## src/rtl/wimax_block_sequencer.sv

```systemverilog
// Block sequencer for the WiMax transmit chain: cuts a bit-serial payload into
// fixed-size blocks, pulses the randomizer reseed before each block and streams the bits.
module wimax_block_sequencer #(
    parameter int BLOCK_BITS = 96,
    parameter int GAP_CYCLES = 0,
    parameter int NBLK_W     = 8
) (
    input  logic              clk_ref,
    input  logic              rst,
    input  logic              start,
    input  logic              abort,
    input  logic [NBLK_W-1:0] cfg_nblocks,
    input  logic              src_valid,
    input  logic              src_data,
    output logic              src_ready,
    input  logic              pipe_ready,
    output logic              pipe_load,
    output logic              pipe_enable,
    output logic              pipe_valid,
    output logic              pipe_data,
    output logic              busy,
    output logic              done,
    output logic              underrun,
    output logic [6:0]        bit_cnt,
    output logic [NBLK_W-1:0] blk_cnt,
    output logic [2:0]        state_dbg
);

    typedef enum logic [2:0] {
        S_IDLE   = 3'd0,
        S_LOAD   = 3'd1,
        S_STREAM = 3'd2,
        S_GAP    = 3'd3,
        S_DONE   = 3'd4
    } state_t;

    localparam logic [6:0] LAST_BIT = 7'(BLOCK_BITS - 1);
    localparam logic [7:0] GAP_LAST = (GAP_CYCLES > 0) ? 8'(GAP_CYCLES - 1) : 8'd0;

    state_t            state, state_nxt;
    logic [NBLK_W-1:0] nblk_q;
    logic [NBLK_W-1:0] blk_inc;
    logic [7:0]        gap_cnt;
    logic              xfer, last_bit, last_blk, starve, accept_start;

    // Handshake: a source bit moves when src_valid & src_ready are both high at
    // a clk_ref edge; src_ready already folds in pipe_ready, and abort cancels it.
    assign src_ready    = (state == S_STREAM) & pipe_ready;
    assign xfer         = src_ready & src_valid & ~abort;
    assign last_bit     = (bit_cnt == LAST_BIT);
    assign blk_inc      = blk_cnt + NBLK_W'(1);
    assign last_blk     = (nblk_q != '0) && (blk_inc == nblk_q);
    assign starve       = src_ready & ~src_valid & (bit_cnt != 7'd0);
    assign accept_start = (state == S_IDLE) & start & ~abort;
    assign state_dbg    = state;

    always_comb begin
        state_nxt = state;
        case (state)
            S_IDLE:   if (accept_start) state_nxt = S_LOAD;
            S_LOAD:   state_nxt = S_STREAM;
            S_STREAM: begin
                if (xfer && last_bit) begin
                    if (last_blk)             state_nxt = S_DONE;
                    else if (GAP_CYCLES == 0) state_nxt = S_LOAD;
                    else                      state_nxt = S_GAP;
                end
            end
            S_GAP:    if (gap_cnt == GAP_LAST) state_nxt = S_LOAD;
            S_DONE:   state_nxt = S_IDLE;
            default:  state_nxt = S_IDLE;
        endcase
        if (abort) state_nxt = S_IDLE;
    end

    always_ff @(posedge clk_ref) begin
        if (rst) begin
            state       <= S_IDLE;
            nblk_q      <= '0;
            gap_cnt     <= 8'd0;
            pipe_load   <= 1'b0;
            pipe_enable <= 1'b0;
            pipe_valid  <= 1'b0;
            pipe_data   <= 1'b0;
            busy        <= 1'b0;
            done        <= 1'b0;
            underrun    <= 1'b0;
            bit_cnt     <= 7'd0;
            blk_cnt     <= '0;
        end else begin
            state       <= state_nxt;
            // Status flags follow the state held during the cycle, so each lags by one edge.
            pipe_load   <= (state == S_LOAD) & ~abort;
            done        <= (state == S_DONE) & ~abort;
            busy        <= (state != S_IDLE);
            pipe_enable <= xfer;
            pipe_valid  <= xfer;
            pipe_data   <= xfer & src_data;
            gap_cnt     <= (state == S_GAP) ? gap_cnt + 8'd1 : 8'd0;

            if (accept_start) begin
                nblk_q   <= cfg_nblocks;
                blk_cnt  <= '0;
                bit_cnt  <= 7'd0;
                underrun <= 1'b0;
            end else if (abort && state != S_IDLE) begin
                bit_cnt <= 7'd0;
            end else if (xfer) begin
                if (last_bit) begin
                    bit_cnt <= 7'd0;
                    blk_cnt <= blk_inc;
                end else begin
                    bit_cnt <= bit_cnt + 7'd1;
                end
            end

            if (starve && !abort) underrun <= 1'b1;
        end
    end

endmodule

```

## config.mk

```make
export PLATFORM = sky130hd
export DESIGN_NAME = wimax_block_sequencer
export DESIGN_NICKNAME = d
export VERILOG_FILES = /design/src/rtl/wimax_block_sequencer.sv
export SDC_FILE = /design/constraint.sdc
export NUM_CORES = 1
export LEC_CHECK = 0
export ABC_CLOCK_PERIOD_IN_PS = 2230
export CAP_MARGIN = 20
export CELL_PAD_IN_SITES_DETAIL_PLACEMENT = 0
export CELL_PAD_IN_SITES_GLOBAL_PLACEMENT = 1
export CORE_UTILIZATION = 39
export CTS_BUF_LIST = sky130_fd_sc_hd__clkbuf_4
export CTS_CLUSTER_SIZE = 28
export DETAILED_ROUTE_END_ITERATION = 6
export PLACE_DENSITY = 0.93
export SYNTH_ARGS = -nofsm -noshare
export SYNTH_HDL_FRONTEND = slang
export SYNTH_SLANG_ARGS = --single-unit
```

## constraint.sdc

```tcl
create_clock -name clk_ref -period 2.23 [get_ports clk_ref]
set_clock_uncertainty 0.2 [all_clocks]
set_input_delay 0.3345 -clock clk_ref [delete_from_list [all_inputs] [get_ports clk_ref]]
set_output_delay 0.3345 -clock clk_ref [all_outputs]
set_load 0.05 [all_outputs]
```

==> qor.txt <==
Status - complete, no violations
RR Endpoint - state_dbg[0]
Std-Cell Rows - 25
Largest net degree at the start of global routing - 14
Max Slew Vio Count - 0
Worst hold start - underrun
Crit path arrival time - 1.64 ns
Drt pass-1 iters - 4
Final non-filler cell total - 333
Ant diodes - 0
Complex-gate fraction of the synthesized area - 5.87%
Routed length on met2 - 1780 µm
Fin util - 53.4%
Cts bufs inserted - 5
Post-detail-place hpwl - 3020 µm
Slew HR - 66.2%
Drc violations - 0
DRT iter0 DRCs - 78
DRT antenna net count - 0
Pwr Total - 1.22 mW
Wire length per cell - 12.0 µm
Fin. Hold Viols - 0
Antenna violations before repair - 0
R2R Setup Slk - 0.11 ns
Synth Area in XOR/XNOR - 12.2%
Multiplexer share of the synthesized area - 5.16%
RSZ-0062 raised after global routing - no
Max clock buf depth - 2
Peak supply drop - 0.272 mV
Seq/Total Area, Yosys - 41.3%
Yosys cell types - 40
Overall Global Routing Usage - 16.3%
Post-layout min period - 2.17 ns
Fin nets - 285
Pwr/cell area - 481 mW/mm²
CTS Hold Buffers Added - 0
Synthesized area per cell - 9.07 µm²
Clock sink count - 40
Area of the die - 0.00526 mm²
Port-buffer cells - 40
Hold path depth - 2
Met1 WL - 1990 µm
Core area - 0.00475 mm²
Setup Crit Path Kind - reg -> out
Die Width - 72.5 µm
Area grow syn2layout - 30.8%
Worst Setup End Kind - output pin
Worst-Skew Late Latency - 0.37 ns
Worst path slowest cell - clkdlybuf4s50_1
Family with the most delay on the worst path - buffers and inverters
GRT overflow - 0
Ports - 41
Root Buffer - clkbuf_4
Slew @ Worst Pin - 0.505 ns
CTS tree - built
Fraction of the cycle the final worst path needs - 97.4%
WHS Endpoint - underrun
Reg2reg path depth - 7
H-tree depth - 2
First-pass GRT wire length - 6530 µm
Fill cell count - 463
Placed Cells - 325
Vias in the first global route - 1445
DR top layer - met4
Final setup violation count - 0
Die Y - 72.5 µm
Hold Path Class - reg -> reg
Share of layout cells above drive strength 1 - 13.2%
R2R Path Start - blk_cnt[1]
Synth Area in Adders - 3.74%
Clk slew on worst S/H paths - 0.13 ns
Initial Utilization - 40.8%
Cells after synthesis - 214
Routability Congestion - 0.812
Critical path peak fanout - 5
Drt via density - 4.87
Critical path's largest stage delay - 0.83 ns
Main combinational cell family by area after synthesis - simple AND/OR/NAND/NOR gates
Crit path required time - 1.70 ns
DP Area - 0.00247 mm²
FF+latch count, synth - 40
Drt total wl - 4010 µm
Simple-Gate Fraction of Synth Area - 26.9%
Synth Net Count - 234
Setup crit start kind - flop
Worst path buffer plus inverter count - 1
F_max - 0.460 GHz
Met3 Routed Length - 171 µm
Fin area - 0.00254 mm²
Leakage - 1.03 nW
Via count - 1621
Post-Syn Area - 0.00194 mm²
Critical path cell sequence - clkdlybuf4s50_1
Synth Warn # - 0
Max_cap viols - 0
-- per-stage QoR --
step | hold WS, ns | worst slack [ns] | setup TNS (ns)
6_report | 0.278 | 0.0583 | 0
5_1_grt | 0.299 | 0.00237 | 0
4_1_cts | 0.283 | 0.00703 | 0
3_5_place_dp | 0.264 | -0.0264 | -0.0602
3_3_place_gp | 0.256 | 0.0220 | 0
2_1_floorplan | 0.248 | -0.0139 | -0.0139
-- flip-flops by register name (all words and copies together), names as in the netlist --
| register | count |
|---|---|
| blk_cnt | 8 |
| gap_cnt | 8 |
| nblk_q | 8 |
| bit_cnt | 7 |
| state_dbg | 3 |
| busy | 1 |
| done | 1 |
| pipe_data | 1 |
| pipe_load | 1 |
| pipe_valid | 1 |
| underrun | 1 |
-- cells in the final DEF (no fill, tap or decap), types with 2 or more instances in the layout --
| master | instances |
|---|---|
| a21oi_1 | 6 |
| and2_1 | 2 |
| and3_1 | 4 |
| buf_4 | 13 |
| clkbuf_4 | 5 |
| clkdlybuf4s50_1 | 32 |
| dfxtp_1 | 35 |
| dfxtp_2 | 4 |
| dlygate4sd2_1 | 2 |
| dlymetal6s2s_1 | 4 |
| ha_1 | 4 |
| inv_1 | 10 |
| mux2i_1 | 10 |
| nand2_1 | 9 |
| nand2b_1 | 3 |
| nand3_1 | 10 |
| nand3b_1 | 2 |
| nand4_1 | 4 |
| nor2_1 | 38 |
| nor2b_1 | 2 |
| nor3_1 | 4 |
| nor3_2 | 3 |
| nor4_1 | 3 |
| nor4b_1 | 3 |
| o21ai_0 | 5 |
| or3_1 | 2 |
| xnor2_1 | 14 |
| xor2_1 | 13 |
-- layer usage --
metal / GRT usage (%) / up-vias
li1: - / 834
met1: 20.8 / 747
met2: 24.9 / 33
met3: 5.14 / 7
met4: 8.06 / 0
met5: 0 / -
-- final cells by class --
| cell class | instances | area (µm²) | area share (%) |
|---|---|---|---|
| Inverter | 10 | 37.5 | 1.48 |
| Timing Repair Buffer | 52 | 505 | 19.9 |
| Sequential cell | 40 | 810 | 31.9 |
| Clock inverter | 3 | 17.5 | 0.690 |
| Clock buffer | 5 | 37.5 | 1.48 |
| Tap cell | 67 | 83.8 | 3.30 |
| Multi-Input combinational cell | 156 | 1050 | 41.3 |
-- timing repair --
item                                    4_1_cts  5_1_grt
buffers inserted                              0        0
endpoints found under the setup margin        2        5
pin swaps                                     0        0
gates resized for setup                       2        5
-- kinds of logic (layout without fill, tap and decap cells) --
group / Yosys count / count (layout)
AND/OR/NAND/NOR: 96 / 96
flip-flops: 40 / 40
XOR/XNOR: 27 / 27
buffers and inverters: 18 / 70
AO/OA/AOI/OAI: 17 / 17
multiplexers: 10 / 10
adder cells (fa/ha/maj): 6 / 6
-- cells in the mapped netlist (all sizes together) --
library cell	number	area share, %
dfxtp	40	41
nor2	38	7.4
xnor2	14	6.3
xor2	13	5.9
nand3	11	3.1
inv	10	1.9
mux2i	10	5.2
nand2	10	2.1
nor3	7	2.6
a21oi	6	1.5
buf	6	2.6
ha	5	3.2
nand4	5	2.4
o21ai	5	1.3
and3	4	1.3
nand2b	3	0.97
nor4	3	0.97
nor4b	3	1.4
and2	2	0.64
clkbuf	2	0.39
nand3b	2	0.77
nor2b	2	0.64
or3	2	0.64
a2111oi	1	0.52
a21boi	1	0.39
a32oi	1	0.45
and3b	1	0.45
and4bb	1	0.84
maj3	1	0.52
nand4b	1	0.45
nor3b	1	0.39
o21bai	1	0.39
o311ai	1	0.45
o32ai	1	0.84
-- where the power goes --
group | switching, mW | total [mW] | internal [mW]
sequential | 0.0117 | 0.735 | 0.723
combinational | 0.0496 | 0.105 | 0.0554
clock | 0.260 | 0.380 | 0.120
-- worst max path at each step --
stage / startpoint / to / depth (start not counted)
final: bit_cnt[3] / bit_cnt[3] / 1
after global routing: bit_cnt[3] / bit_cnt[3] / 1
after CTS: blk_cnt[0] / blk_cnt[0] / 2
after detailed placement: pipe_ready / state_dbg[0] / 7
after global placement: pipe_ready / blk_cnt[3] / 6
after floorplan: state_dbg[2] / state_dbg[0] / 9
Note: power is estimated with default switching activity, not from simulation.
